### config.mk
export PLATFORM = sky130hd
export DESIGN_NAME = aes_key_schedule_otf_flat
export DESIGN_NICKNAME = d
export VERILOG_FILES = /design/src/rtl/aes_pkg.sv /design/src/rtl/aes_key_schedule_otf_if.sv /design/src/rtl/aes_key_schedule_otf_word_gen.sv /design/src/rtl/aes_sbox.sv /design/src/rtl/aes_key_schedule_otf.sv /design/src/flat_wrapper.sv
export SDC_FILE = /design/constraint.sdc
export NUM_CORES = 2
export LEC_CHECK = 0
export ABC_AREA = 1
export CAP_MARGIN = 20
export CORE_MARGIN = 10
export CORE_UTILIZATION = 42
export CTS_CLUSTER_DIAMETER = 150
export DETAILED_ROUTE_END_ITERATION = 10
export GPL_ROUTABILITY_DRIVEN = 0
export SKIP_CTS_REPAIR_TIMING = 1
export SLEW_MARGIN = 10
export SYNTH_ARGS = -nofsm -noshare
export SYNTH_HDL_FRONTEND = slang
export SYNTH_HIERARCHICAL = 1
export SYNTH_SLANG_ARGS = --single-unit
### constraint.sdc
create_clock -name clk -period 10.3 [get_ports clk]
set_clock_uncertainty 0.05 [all_clocks]
set_input_delay 2.575 -clock clk [delete_from_list [all_inputs] [get_ports clk]]
set_output_delay 2.575 -clock clk [all_outputs]
set_load 0.005 [all_outputs]
### src/rtl/aes_pkg.sv
// Shared AES definitions: key-length encodings, per-mode schedule constants,
// the S-box table and the GF(2^8) xtime helper.
package aes_pkg;

   typedef enum logic [1:0] {
      KL_128  = 2'b00,
      KL_192  = 2'b01,
      KL_256  = 2'b10,
      KL_RSVD = 2'b11
   } key_len_e;

   localparam int NK_128 = 4;
   localparam int NK_192 = 6;
   localparam int NK_256 = 8;
   localparam int NR_128 = 10;
   localparam int NR_192 = 12;
   localparam int NR_256 = 14;
   localparam int WORDS_128 = 4 * (NR_128 + 1);
   localparam int WORDS_192 = 4 * (NR_192 + 1);
   localparam int WORDS_256 = 4 * (NR_256 + 1);

   // Entry k lives at bits [2047-8k -: 8].
   localparam logic [2047:0] SBOX_TABLE = {
      128'h637c777bf26b6fc53001672bfed7ab76,
      128'hca82c97dfa5947f0add4a2af9ca472c0,
      128'hb7fd9326363ff7cc34a5e5f171d83115,
      128'h04c723c31896059a071280e2eb27b275,
      128'h09832c1a1b6e5aa0523bd6b329e32f84,
      128'h53d100ed20fcb15b6acbbe394a4c58cf,
      128'hd0efaafb434d338545f9027f503c9fa8,
      128'h51a3408f929d38f5bcb6da2110fff3d2,
      128'hcd0c13ec5f974417c4a77e3d645d1973,
      128'h60814fdc222a908846eeb814de5e0bdb,
      128'he0323a0a4906245cc2d3ac629195e479,
      128'he7c8376d8dd54ea96c56f4ea657aae08,
      128'hba78252e1ca6b4c6e8dd741f4bbd8b8a,
      128'h703eb5664803f60e613557b986c11d9e,
      128'he1f8981169d98e949b1e87e9ce5528df,
      128'h8ca1890dbfe6426841992d0fb054bb16
   };

   function automatic logic [7:0] xtime(input logic [7:0] b);
      return {b[6:0], 1'b0} ^ (b[7] ? 8'h1b : 8'h00);
   endfunction

   function automatic int nk_of(input key_len_e kl);
      case (kl)
         KL_128:  return NK_128;
         KL_192:  return NK_192;
         default: return NK_256;
      endcase
   endfunction

   function automatic logic [2:0] nk_m1_of(input key_len_e kl);
      case (kl)
         KL_128:  return 3'(NK_128 - 1);
         KL_192:  return 3'(NK_192 - 1);
         default: return 3'(NK_256 - 1);
      endcase
   endfunction

   function automatic logic [5:0] last_addr_of(input key_len_e kl);
      case (kl)
         KL_128:  return 6'(WORDS_128 - 1);
         KL_192:  return 6'(WORDS_192 - 1);
         default: return 6'(WORDS_256 - 1);
      endcase
   endfunction

endpackage

### src/rtl/aes_key_schedule_otf_if.sv
// Load/stream bundle between the cipher controller and the on-the-fly key schedule.
interface aes_key_schedule_otf_if;
   logic         start;
   logic [1:0]   key_len;
   logic [255:0] key;
   logic         rk_valid;
   logic         rk_ready;
   logic [31:0]  rk_word;
   logic [5:0]   rk_addr;
   logic [3:0]   rk_round;
   logic         rk_last;
   logic         busy;
   logic         err;

   modport master (
      output start, key_len, key, rk_ready,
      input  rk_valid, rk_word, rk_addr, rk_round, rk_last, busy, err
   );

   modport slave (
      input  start, key_len, key, rk_ready,
      output rk_valid, rk_word, rk_addr, rk_round, rk_last, busy, err
   );
endinterface

### src/rtl/aes_key_schedule_otf_word_gen.sv
// Combinational next-word unit: w[j] = w[j-Nk] ^ f(w[j-1]).
module aes_key_schedule_otf_word_gen (
   input  logic [31:0] w_first,
   input  logic [31:0] w_last,
   input  logic        rot_sub,
   input  logic        sub_only,
   input  logic [7:0]  rcon,
   output logic [31:0] w_new
);
   logic [31:0] sub_in;
   logic [31:0] sub_out;
   logic [31:0] f_word;

   // RotWord is folded in front of the S-boxes so one set of four serves both cases.
   assign sub_in = rot_sub ? {w_last[23:0], w_last[31:24]} : w_last;

   for (genvar b = 0; b < 4; b++) begin : g_sbox
      aes_sbox u_sbox (
         .in_byte  (sub_in[8*b +: 8]),
         .out_byte (sub_out[8*b +: 8])
      );
   end

   // NOTE: assign a default before any branch so no path leaves f_word unassigned (no latch).
   always_comb begin
      f_word = w_last;
      if (rot_sub)       f_word = sub_out ^ {rcon, 24'h0};
      else if (sub_only) f_word = sub_out;
   end

   assign w_new = w_first ^ f_word;
endmodule

### src/rtl/aes_sbox.sv
// Forward AES S-box as a single combinational table lookup.
module aes_sbox
   import aes_pkg::*;
(
   input  logic [7:0] in_byte,
   output logic [7:0] out_byte
);
   logic [10:0] bit_idx;

   // Entry k sits at offset 8*(255-k); 255-k is just ~k for a byte.
   assign bit_idx  = {~in_byte, 3'b000};
   assign out_byte = SBOX_TABLE[bit_idx +: 8];
endmodule

### src/rtl/aes_key_schedule_otf.sv
// Word-serial AES-128/192/256 key schedule keeping only a sliding Nk-word window.
module aes_key_schedule_otf
   import aes_pkg::*;
#(
   parameter int MAX_NK = 8
) (
   input  logic                  clk,
   input  logic                  rst_n,
   aes_key_schedule_otf_if.slave bus
);
   localparam logic [0:0] ST_IDLE = 1'b0;
   localparam logic [0:0] ST_RUN  = 1'b1;

   logic [0:0]  state;
   logic [31:0] win [MAX_NK];
   key_len_e    kl_q;
   logic [2:0]  nk_m1_q;
   logic [2:0]  phase_q;
   logic [5:0]  addr_q;
   logic [5:0]  last_addr_q;
   logic [7:0]  rcon_q;
   logic        last_q;
   logic        err_q;

   key_len_e    kl_in;
   logic        supported;
   logic        xfer;
   logic        rot_sub;
   logic        sub_only;
   logic [31:0] w_last;
   logic [31:0] w_new;

   assign kl_in     = key_len_e'(bus.key_len);
   assign supported = (kl_in != KL_RSVD) && (nk_of(kl_in) <= MAX_NK);
   assign xfer      = (state == ST_RUN) && bus.rk_ready;

   // phase_q tracks j mod Nk for the word about to be generated.
   assign rot_sub  = (phase_q == 3'd0);
   assign sub_only = (kl_q == KL_256) && (phase_q == 3'd4);

   always_comb begin
      w_last = win[0];
      for (int k = 0; k < MAX_NK; k++) begin
         if (int'(nk_m1_q) == k) w_last = win[k];
      end
   end

   aes_key_schedule_otf_word_gen u_word_gen (
      .w_first  (win[0]),
      .w_last   (w_last),
      .rot_sub  (rot_sub),
      .sub_only (sub_only),
      .rcon     (rcon_q),
      .w_new    (w_new)
   );

   // NOTE: the window is a handful of flops, not a RAM, so it is reset along with the control state.
   // NOTE: all state below uses non-blocking assignments so every register samples pre-edge values.
   always_ff @(posedge clk or negedge rst_n) begin
      if (!rst_n) begin
         state       <= ST_IDLE;
         kl_q        <= KL_128;
         nk_m1_q     <= 3'(NK_128 - 1);
         phase_q     <= 3'd0;
         addr_q      <= 6'd0;
         last_addr_q <= 6'(WORDS_128 - 1);
         rcon_q      <= 8'h01;
         last_q      <= 1'b0;
         err_q       <= 1'b0;
         for (int k = 0; k < MAX_NK; k++) win[k] <= 32'h0;
      end else begin
         err_q <= bus.start && !supported;
         if (bus.start) begin
            // A load pre-empts any same-cycle transfer.
            last_q <= 1'b0;
            if (supported) begin
               state       <= ST_RUN;
               kl_q        <= kl_in;
               nk_m1_q     <= nk_m1_of(kl_in);
               last_addr_q <= last_addr_of(kl_in);
               addr_q      <= 6'd0;
               phase_q     <= 3'd0;
               rcon_q      <= 8'h01;
               for (int k = 0; k < MAX_NK; k++) win[k] <= bus.key[255-32*k -: 32];
            end else begin
               state <= ST_IDLE;
            end
         end else if (xfer) begin
            for (int k = 0; k < MAX_NK - 1; k++) begin
               win[k] <= (int'(nk_m1_q) == k) ? w_new : win[k+1];
            end
            win[MAX_NK-1] <= (int'(nk_m1_q) == MAX_NK - 1) ? w_new : win[MAX_NK-1];
            phase_q <= (phase_q == nk_m1_q) ? 3'd0 : phase_q + 3'd1;
            if (rot_sub) rcon_q <= xtime(rcon_q);
            if (last_q) begin
               state  <= ST_IDLE;
               last_q <= 1'b0;
            end else begin
               addr_q <= addr_q + 6'd1;
               last_q <= (addr_q + 6'd1 == last_addr_q);
            end
         end
      end
   end

   assign bus.rk_valid = (state == ST_RUN);
   assign bus.busy     = (state == ST_RUN);
   assign bus.rk_word  = win[0];
   assign bus.rk_addr  = addr_q;
   assign bus.rk_round = addr_q[5:2];
   assign bus.rk_last  = last_q;
   assign bus.err      = err_q;
endmodule

### src/flat_wrapper.sv
// flat-port wrapper written by rule: the top's interface ports become plain ports
module aes_key_schedule_otf_flat import aes_pkg::*;
#(
   parameter int MAX_NK = 8
)
  (clk, rst_n, bus_start, bus_key_len, bus_key, bus_rk_ready, bus_rk_valid, bus_rk_word, bus_rk_addr, bus_rk_round, bus_rk_last, bus_busy, bus_err);
  aes_key_schedule_otf_if bus_i ();
  input  logic clk;
  input  logic rst_n;
  input wire logic [$bits(bus_i.start)-1:0] bus_start;
  input wire logic [$bits(bus_i.key_len)-1:0] bus_key_len;
  input wire logic [$bits(bus_i.key)-1:0] bus_key;
  input wire logic [$bits(bus_i.rk_ready)-1:0] bus_rk_ready;
  output wire logic [$bits(bus_i.rk_valid)-1:0] bus_rk_valid;
  output wire logic [$bits(bus_i.rk_word)-1:0] bus_rk_word;
  output wire logic [$bits(bus_i.rk_addr)-1:0] bus_rk_addr;
  output wire logic [$bits(bus_i.rk_round)-1:0] bus_rk_round;
  output wire logic [$bits(bus_i.rk_last)-1:0] bus_rk_last;
  output wire logic [$bits(bus_i.busy)-1:0] bus_busy;
  output wire logic [$bits(bus_i.err)-1:0] bus_err;
  assign bus_i.start = bus_start;
  assign bus_i.key_len = bus_key_len;
  assign bus_i.key = bus_key;
  assign bus_i.rk_ready = bus_rk_ready;
  assign bus_rk_valid = bus_i.rk_valid;
  assign bus_rk_word = bus_i.rk_word;
  assign bus_rk_addr = bus_i.rk_addr;
  assign bus_rk_round = bus_i.rk_round;
  assign bus_rk_last = bus_i.rk_last;
  assign bus_busy = bus_i.busy;
  assign bus_err = bus_i.err;
  aes_key_schedule_otf #(.MAX_NK(MAX_NK)) u_core (.clk(clk), .rst_n(rst_n), .bus(bus_i));
endmodule
======== Word level (Yosys, flattened, before mapping) ========
Index checks and enable logic that the tools add are counted.
operators by class
  $lt $le $gt $ge ......................... 1
  bitwise gates (word level) .............. 7
  add/subtract/negate cells ............... 2
  shift-type cells ........................ 4
  equal/unequal tests ..................... 15
  div/mod/pow operators ................... 0
  $mul .................................... 0
  multiplexer cells ....................... 44
  reductions and logical operators ........ 18
operator list
  kind                                                                              number
  2048-bit by 12-bit variable part select with 8-bit output (first input constant)  4
  256-bit two-way mux                                                               3
  32-bit two-way mux                                                                18
  32-bit bitwise XOR                                                                2
  8-bit two-way mux                                                                 4
  8-bit inverter                                                                    4
  6-bit two-way mux                                                                 4
  3-bit == test (second input constant)                                             5
  3-bit two-way mux                                                                 4
  5-bit one-hot mux with 2 select lines                                             1
  3-bit AND reduction                                                               3
  4-bit one-hot mux with 2 select lines                                             1
  2-bit nonzero test                                                                4
  8-bit bitwise XOR                                                                 1
  1-bit two-way mux                                                                 7
  6-bit by 1-bit adder with 6-bit output (second input constant)                    1
  3-bit by 2-bit == test with 1-bit output (second input constant)                  2
  6-bit == test                                                                     1
  3-bit zero test                                                                   2
  3-bit one-hot mux with 2 select lines                                             1
  2-bit AND reduction                                                               3
  5-bit two-way mux                                                                 1
  4-bit less-or-equal comparator (second input constant)                            1
  1-bit logical AND                                                                 4
  other kinds (9)                                                                   10
word-level totals
  input bits .............................. 262
  memory bits (writable) .................. 0
  word-level logic and storage cells ...... 108
  bits in read-only memories .............. 0
  output and inout port bits .............. 46
  memories ................................ 0
  latch bits .............................. 0
  register bits ........................... 287

======== Longest topological paths before layout ========
  depth in word-level cells ............... 17
  depth in mapped cells ................... 34

======== Modules after synthesis ========
Netlist, hierarchy kept.
modules (own cells, without submodules)
  module                         times used  cells each  area an instance (um^2)
  aes_key_schedule_otf           1           1972        15224.6
  aes_sbox                       4           626         2911.5
  aes_key_schedule_otf_word_gen  1           371         1572.8

======== Least setup slack after synthesis ========
No wires, ideal clock.
  path kind ............................... reg2reg
  from .................................... reg u_core.nk_m1_q[1]
  to ...................................... reg u_core/win[153] in the netlist's numbering
  data required time ...................... 10.121 ns
  path buffers ............................ 3
  stages on the path, launching flop included .. 31
  data arrival time ....................... 4.585 ns
  path slack .............................. 5.536 ns
  path through ............................ dfstp_2 -> buf_2 -> nand2_1 -> buf_2 -> clkbuf_1 -> o21ai_0 -> inv_1 -> o21ai_0 -> inv_1 -> ha_1 -> inv_1 -> nand2_1 -> nand2_1 -> inv_1 -> nand2_1 -> nand3_1 -> nand2_1 -> nand2_1 -> nand3_1 -> nand3_1 -> nand2_1 -> inv_1 -> nand2_1 -> nand3_1 -> nand2_1 -> nand2_1 -> nand2_1 -> inv_1 -> o21ai_0 -> a21oi_1 -> o22ai_1
between the ends
  cells in the longest elaborated chain, start to end .. 17
RTL lines
  what                                                             RTL line                                                                  source
  start, declared                                                  aes_key_schedule_otf.sv:17                                                logic [2:0] nk_m1_q;
  start signal, assigned                                           aes_key_schedule_otf.sv:63                                                nk_m1_q <= 3'(NK_128 - 1);
  start signal, assigned                                           aes_key_schedule_otf.sv:79                                                nk_m1_q <= nk_m1_of(kl_in);
  3-bit by 2-bit == test with 1-bit output                         aes_key_schedule_otf.sv:44                                                if (int'(nk_m1_q) == k) w_last = win[k];
  32-bit two-way mux (6 in a row)                                  aes_key_schedule_otf.sv:44
  32-bit two-way mux (*)                                           aes_key_schedule_otf.sv:44
  named net u_core.w_last[17]                                      aes_key_schedule_otf.sv:30                                                logic [31:0] w_last;
  32-bit two-way mux (*)                                           aes_key_schedule_otf_word_gen.sv:15                                       assign sub_in = rot_sub ? {w_last[23:0], w_last[31:24]} : w_last;
  named net u_core.u_word_gen.sub_in[25]                           aes_key_schedule_otf_word_gen.sv:10                                       logic [31:0] sub_in;
  8-bit inverter (*)                                               aes_sbox.sv:11                                                            assign bit_idx = {~in_byte, 3'b000};
  2048-bit by 12-bit variable part select with 8-bit output (*)    aes_sbox.sv:12                                                            assign out_byte = SBOX_TABLE[bit_idx +: 8];
  named net u_core.u_word_gen.sub_out[25]                          aes_key_schedule_otf_word_gen.sv:11                                       logic [31:0] sub_out;
  32-bit two-way mux / 32-bit bitwise XOR (equally long branches)  aes_key_schedule_otf_word_gen.sv:28, aes_key_schedule_otf_word_gen.sv:27
  32-bit two-way mux (*)                                           aes_key_schedule_otf_word_gen.sv:27                                       if (rot_sub) f_word = sub_out ^ {rcon, 24'h0};
  32-bit bitwise XOR (*)                                           aes_key_schedule_otf_word_gen.sv:31                                       assign w_new = w_first ^ f_word;
  named net u_core.w_new[25]                                       aes_key_schedule_otf.sv:31                                                logic [31:0] w_new;
  32-bit two-way mux (*)                                           aes_key_schedule_otf.sv:90                                                win[k] <= (int'(nk_m1_q) == k) ? w_new : win[k+1];
  256-bit two-way mux (*)                                          aes_key_schedule_otf.sv:88                                                end else if (xfer) begin
  256-bit two-way mux (*)                                          aes_key_schedule_otf.sv:73                                                if (bus.start) begin
  end signal, assigned by index                                    aes_key_schedule_otf.sv:90
  end signal, assigned by index                                    aes_key_schedule_otf.sv:92                                                win[MAX_NK-1] <= (int'(nk_m1_q) == MAX_NK - 1) ? w_new : win[MAX_NK-1];
  end, declared                                                    aes_key_schedule_otf.sv:15                                                logic [31:0] win [MAX_NK];
The timed path passes the listed nets; every way through them passes the cells marked *. The select of a mux whose other input is x is not followed.
A chain may end at the register's enable or synchronous reset.

======== Worst setup path in the final report ========
  from .................................... reg u_core.nk_m1_q[1]
  to ...................................... reg u_core/win[95] in the netlist's numbering
The elaborated chain is that of the path after synthesis.

==> flow_metrics.env <==
export IMPL_grt_use_met3_pct=9.39
export IMPL_top_usage_layer="met2"
export IMPL_num_vias=36400
export IMPL_grt_pass1_vias=32900
export IMPL_pwr_share_seq_pct=15.3
export IMPL_crit_arrival_ns=7.19
export IMPL_synth_nets=5173
export IMPL_clk_insertion_delay_late_ns=0.56
export IMPL_synth_xor_area_share_pct=0.0924
export IMPL_timing_rr_end="u_core/win[95]"
export IMPL_grt_usage_pct=35.3
export IMPL_setup_slack_ns=3.49
export IMPL_crit_top_cell="nand2_1"
export IMPL_ys_seq_area_share_pct=24.6
export IMPL_drc_errors=0
export IMPL_p_comb_share_pct=71.0
export IMPL_crit_start="u_core/nk_m1_q[1]"
export IMPL_syn_inst=4847
export IMPL_synth_top_family_by_area="simple AND/OR/NAND/NOR gates"
export IMPL_holdCritStartpoint="u_core/win[223]"
export IMPL_use_met2_pct=52.4
export IMPL_end_kind="flop"
export IMPL_die_height_um=280
export IMPL_start_util_pct=42.4
export IMPL_vias_per_cell=6.31
export IMPL_synth_mux_area_share_pct=0
export IMPL_synth_adder_area_share_pct=2.82
export IMPL_grt_setup_unrepaired="no"
export IMPL_cellLeakagePower_nw=15.6
export IMPL_final_nets=5202
export IMPL_synth_seq_cells=280
export IMPL_holdPathEnd="u_core/win[223]"
export IMPL_hold_viol_final=0
export IMPL_cts_root_buf="clkbuf_16"
export IMPL_switching_share_pct=58.6
export IMPL_reg2reg_slack_ns=3.49
export IMPL_p_sw_mw=5.77
export IMPL_io_pin_count=308
export IMPL_hold_depth=2
export IMPL_clkTransAtPathRegs_ns=0.06
export IMPL_max_stage_delay_ns=0.78
export IMPL_slowest_stage="dfstp_2"
export IMPL_numCtsBuffers=36
export IMPL_dp_hpwl_um=105000
export IMPL_final_common_cell="nand2_1"
export IMPL_synthSimpleGateAreaFrac_pct=41.3
export IMPL_fin_setup_tns_ns=0
export IMPL_drt_pass1_iterations=10
export IMPL_antenna_left=0
export IMPL_portBuffers=307
export IMPL_required_ns=10.68
export IMPL_intPower_mw=4.08
export IMPL_yosys_warnings=6
export IMPL_cts_tree="built"
export IMPL_clkPwrFrac_pct=13.7
export IMPL_h_tree_depth=2
export IMPL_synth_compound_area_share_pct=18.8
export IMPL_grt_max_degree=222
export IMPL_avgSynthCellArea_um2=5.87
export IMPL_row_count=95
export IMPL_critPathLaunchType="flop"
export IMPL_ir_drop_v=0.000149
export IMPL_drt_total_wl_um=146000
export IMPL_fill_cells=7136
export IMPL_power_density_nw_per_um2=303
export IMPL_worst_slew_pin_slew_ns=1.27
export IMPL_pre_cts_slack_ns=3.96
export IMPL_status="finished, final reports clean"
export IMPL_setup_viol=0
export IMPL_clockBufferDepth=3
export IMPL_hold_class="flop to flop"
export IMPL_netlist_area_um2=28400
export IMPL_use_met1_pct=46.7
export IMPL_cap_viol_max_count=0
export IMPL_grt_pass1_wl_um=214000
export IMPL_finalMaxSlewViolations=0
export IMPL_ys_types=41
export IMPL_die_area_um2=78500
export IMPL_dieWidth_um=280
export IMPL_drive_above_1_share_pct=4.12
export IMPL_worstRegToRegCells=29
export IMPL_crit_path_max_fanout=48
export IMPL_coreArea_um2=67200
export IMPL_r2r_start="u_core/nk_m1_q[1]"
export IMPL_synth_async_sr_flop_share_pct=100
export IMPL_grt_overflow=0
export IMPL_antenna_found_initial=6
export IMPL_final_core_util_pct=48.5
export IMPL_dr_first_iter_drc_count=6972
export IMPL_max_freq_mhz=147
export IMPL_cts_sinks=280
export IMPL_area_growth_pct=14.5
export IMPL_wl_per_cell_um=25.3
export IMPL_crit_type="flop to flop"
export IMPL_fin_crit_ns=6.81
export IMPL_relSlewSlack_pct=14.3
export IMPL_synth_edf_count=0
export IMPL_synth_ff_type="dfrtp_1"
export IMPL_most_common_layout_cells="1505 x nand2_1, 911 x nand3_1, 412 x o21ai_0, 370 x inv_1, 305 x clkdlybuf4s50_1"
export IMPL_period_share_pct=66.1
synth_stat cells, types with 2 or more instances:
master | instances | area share [%]
nand2_1 | 1508 | 20
nand3_1 | 911 | 16
o21ai_0 | 440 | 7.7
inv_1 | 370 | 4.9
nor2_1 | 293 | 3.9
dfrtp_1 | 278 | 24
buf_2 | 190 | 3.3
a21oi_1 | 170 | 3.0
o211ai_1 | 100 | 2.6
a31oi_1 | 93 | 2.0
clkbuf_1 | 80 | 1.1
o22ai_1 | 78 | 1.7
buf_4 | 69 | 1.8
ha_1 | 64 | 2.8
buf_1 | 25 | 0.33
nand4_1 | 25 | 0.55
a211oi_1 | 17 | 0.45
o21ai_1 | 17 | 0.30
inv_2 | 15 | 0.20
nand2_2 | 15 | 0.33
o21a_1 | 14 | 0.37
buf_6 | 13 | 0.51
a22oi_1 | 11 | 0.29
clkbuf_2 | 9 | 0.16
nor2_2 | 9 | 0.20
a21oi_2 | 4 | 0.12
clkinv_1 | 4 | 0.053
nand2b_1 | 4 | 0.088
nand3b_1 | 4 | 0.11
or2_1 | 4 | 0.088
dfstp_2 | 2 | 0.18
xor2_1 | 2 | 0.062
power by group through the flow:
stage                     clock network [mW]  logic, mW  registers (mW)
after global placement                     0       6.63            1.52
after global routing                    1.40       7.46            1.53
after floorplan                            0       4.57            1.44
after CTS                               1.36       6.59            1.50
after detailed placement                   0       6.57            1.52
final                                   1.35       6.99            1.51
cells by family after synthesis:
family          Yosys count
fa+ha+maj                64
compound gates          946
flops                   280
xor+xnor                  3
simple gates           2778
buf+inv                 776
layer usage:
layer	vias up	wire [um]
met5	-	46
met4	6	8920
met3	570	18700
met2	2894	61900
met1	16700	56400
li1	16200	-
sequential cells by signal, summed over array words and instances (netlist names):
register / cells
u_core/win: 224
u_core/bus.rk_word: 32
u_core/rcon_q: 8
u_core/bus.rk_addr: 6
u_core/phase_q: 3
u_core/kl_q: 2
u_core/nk_m1_q: 2
u_core/bus.busy: 1
u_core/bus.err: 1
u_core/bus.rk_last: 1
worst max-delay path by stage:
stage,end,slack [ns],cells after the start
2_1_floorplan,u_core/win[153],5.54,30
3_3_place_gp,u_core/win[158],3.92,30
3_5_place_dp,u_core/win[158],3.96,30
4_1_cts,u_core/win[158],3.92,30
5_1_grt,u_core/win[80],3.35,33
6_report,u_core/win[95],3.49,29
area by class of cell:
cell class / count / area (um2) / share of cell area, %
multi-input cells: 3791 / 18100 / 55.6
flip-flops and latches: 280 / 7010 / 21.5
repair buffers: 377 / 3640 / 11.2
inverters: 390 / 1480 / 4.56
well taps: 873 / 1090 / 3.35
clock buffers: 50 / 1060 / 3.24
clock inverters: 12 / 179 / 0.549
diodes: 3 / 7.51 / 0.0231
critical path: cells and delay by family (launching register included):
| family | cells | cell delay [ns] |
|---|---|---|
| buffers and inverters | 6 | 1.69 |
| DFF | 1 | 0.78 |
| AOI/OAI and AO/OA | 7 | 1.12 |
| adders and majority gates | 1 | 0.47 |
| and+or+nand+nor | 15 | 2.53 |
per-stage QoR:
| stage | power, mW | area [um2] | hold WS, ns | std cells |
|---|---|---|---|---|
| after floorplan | 6.01 | 28400 | 0.400 | 4847 |
| after global placement | 8.15 | 31300 | 0.418 | 5711 |
| after detailed placement | 8.09 | 31300 | 0.430 | 5711 |
| after CTS | 9.46 | 32600 | 0.445 | 5773 |
| after global routing | 10.4 | 32600 | 0.463 | 5776 |
| final | 9.85 | 32600 | 0.442 | 5776 |
Note: power is estimated with default switching activity, not from simulation.
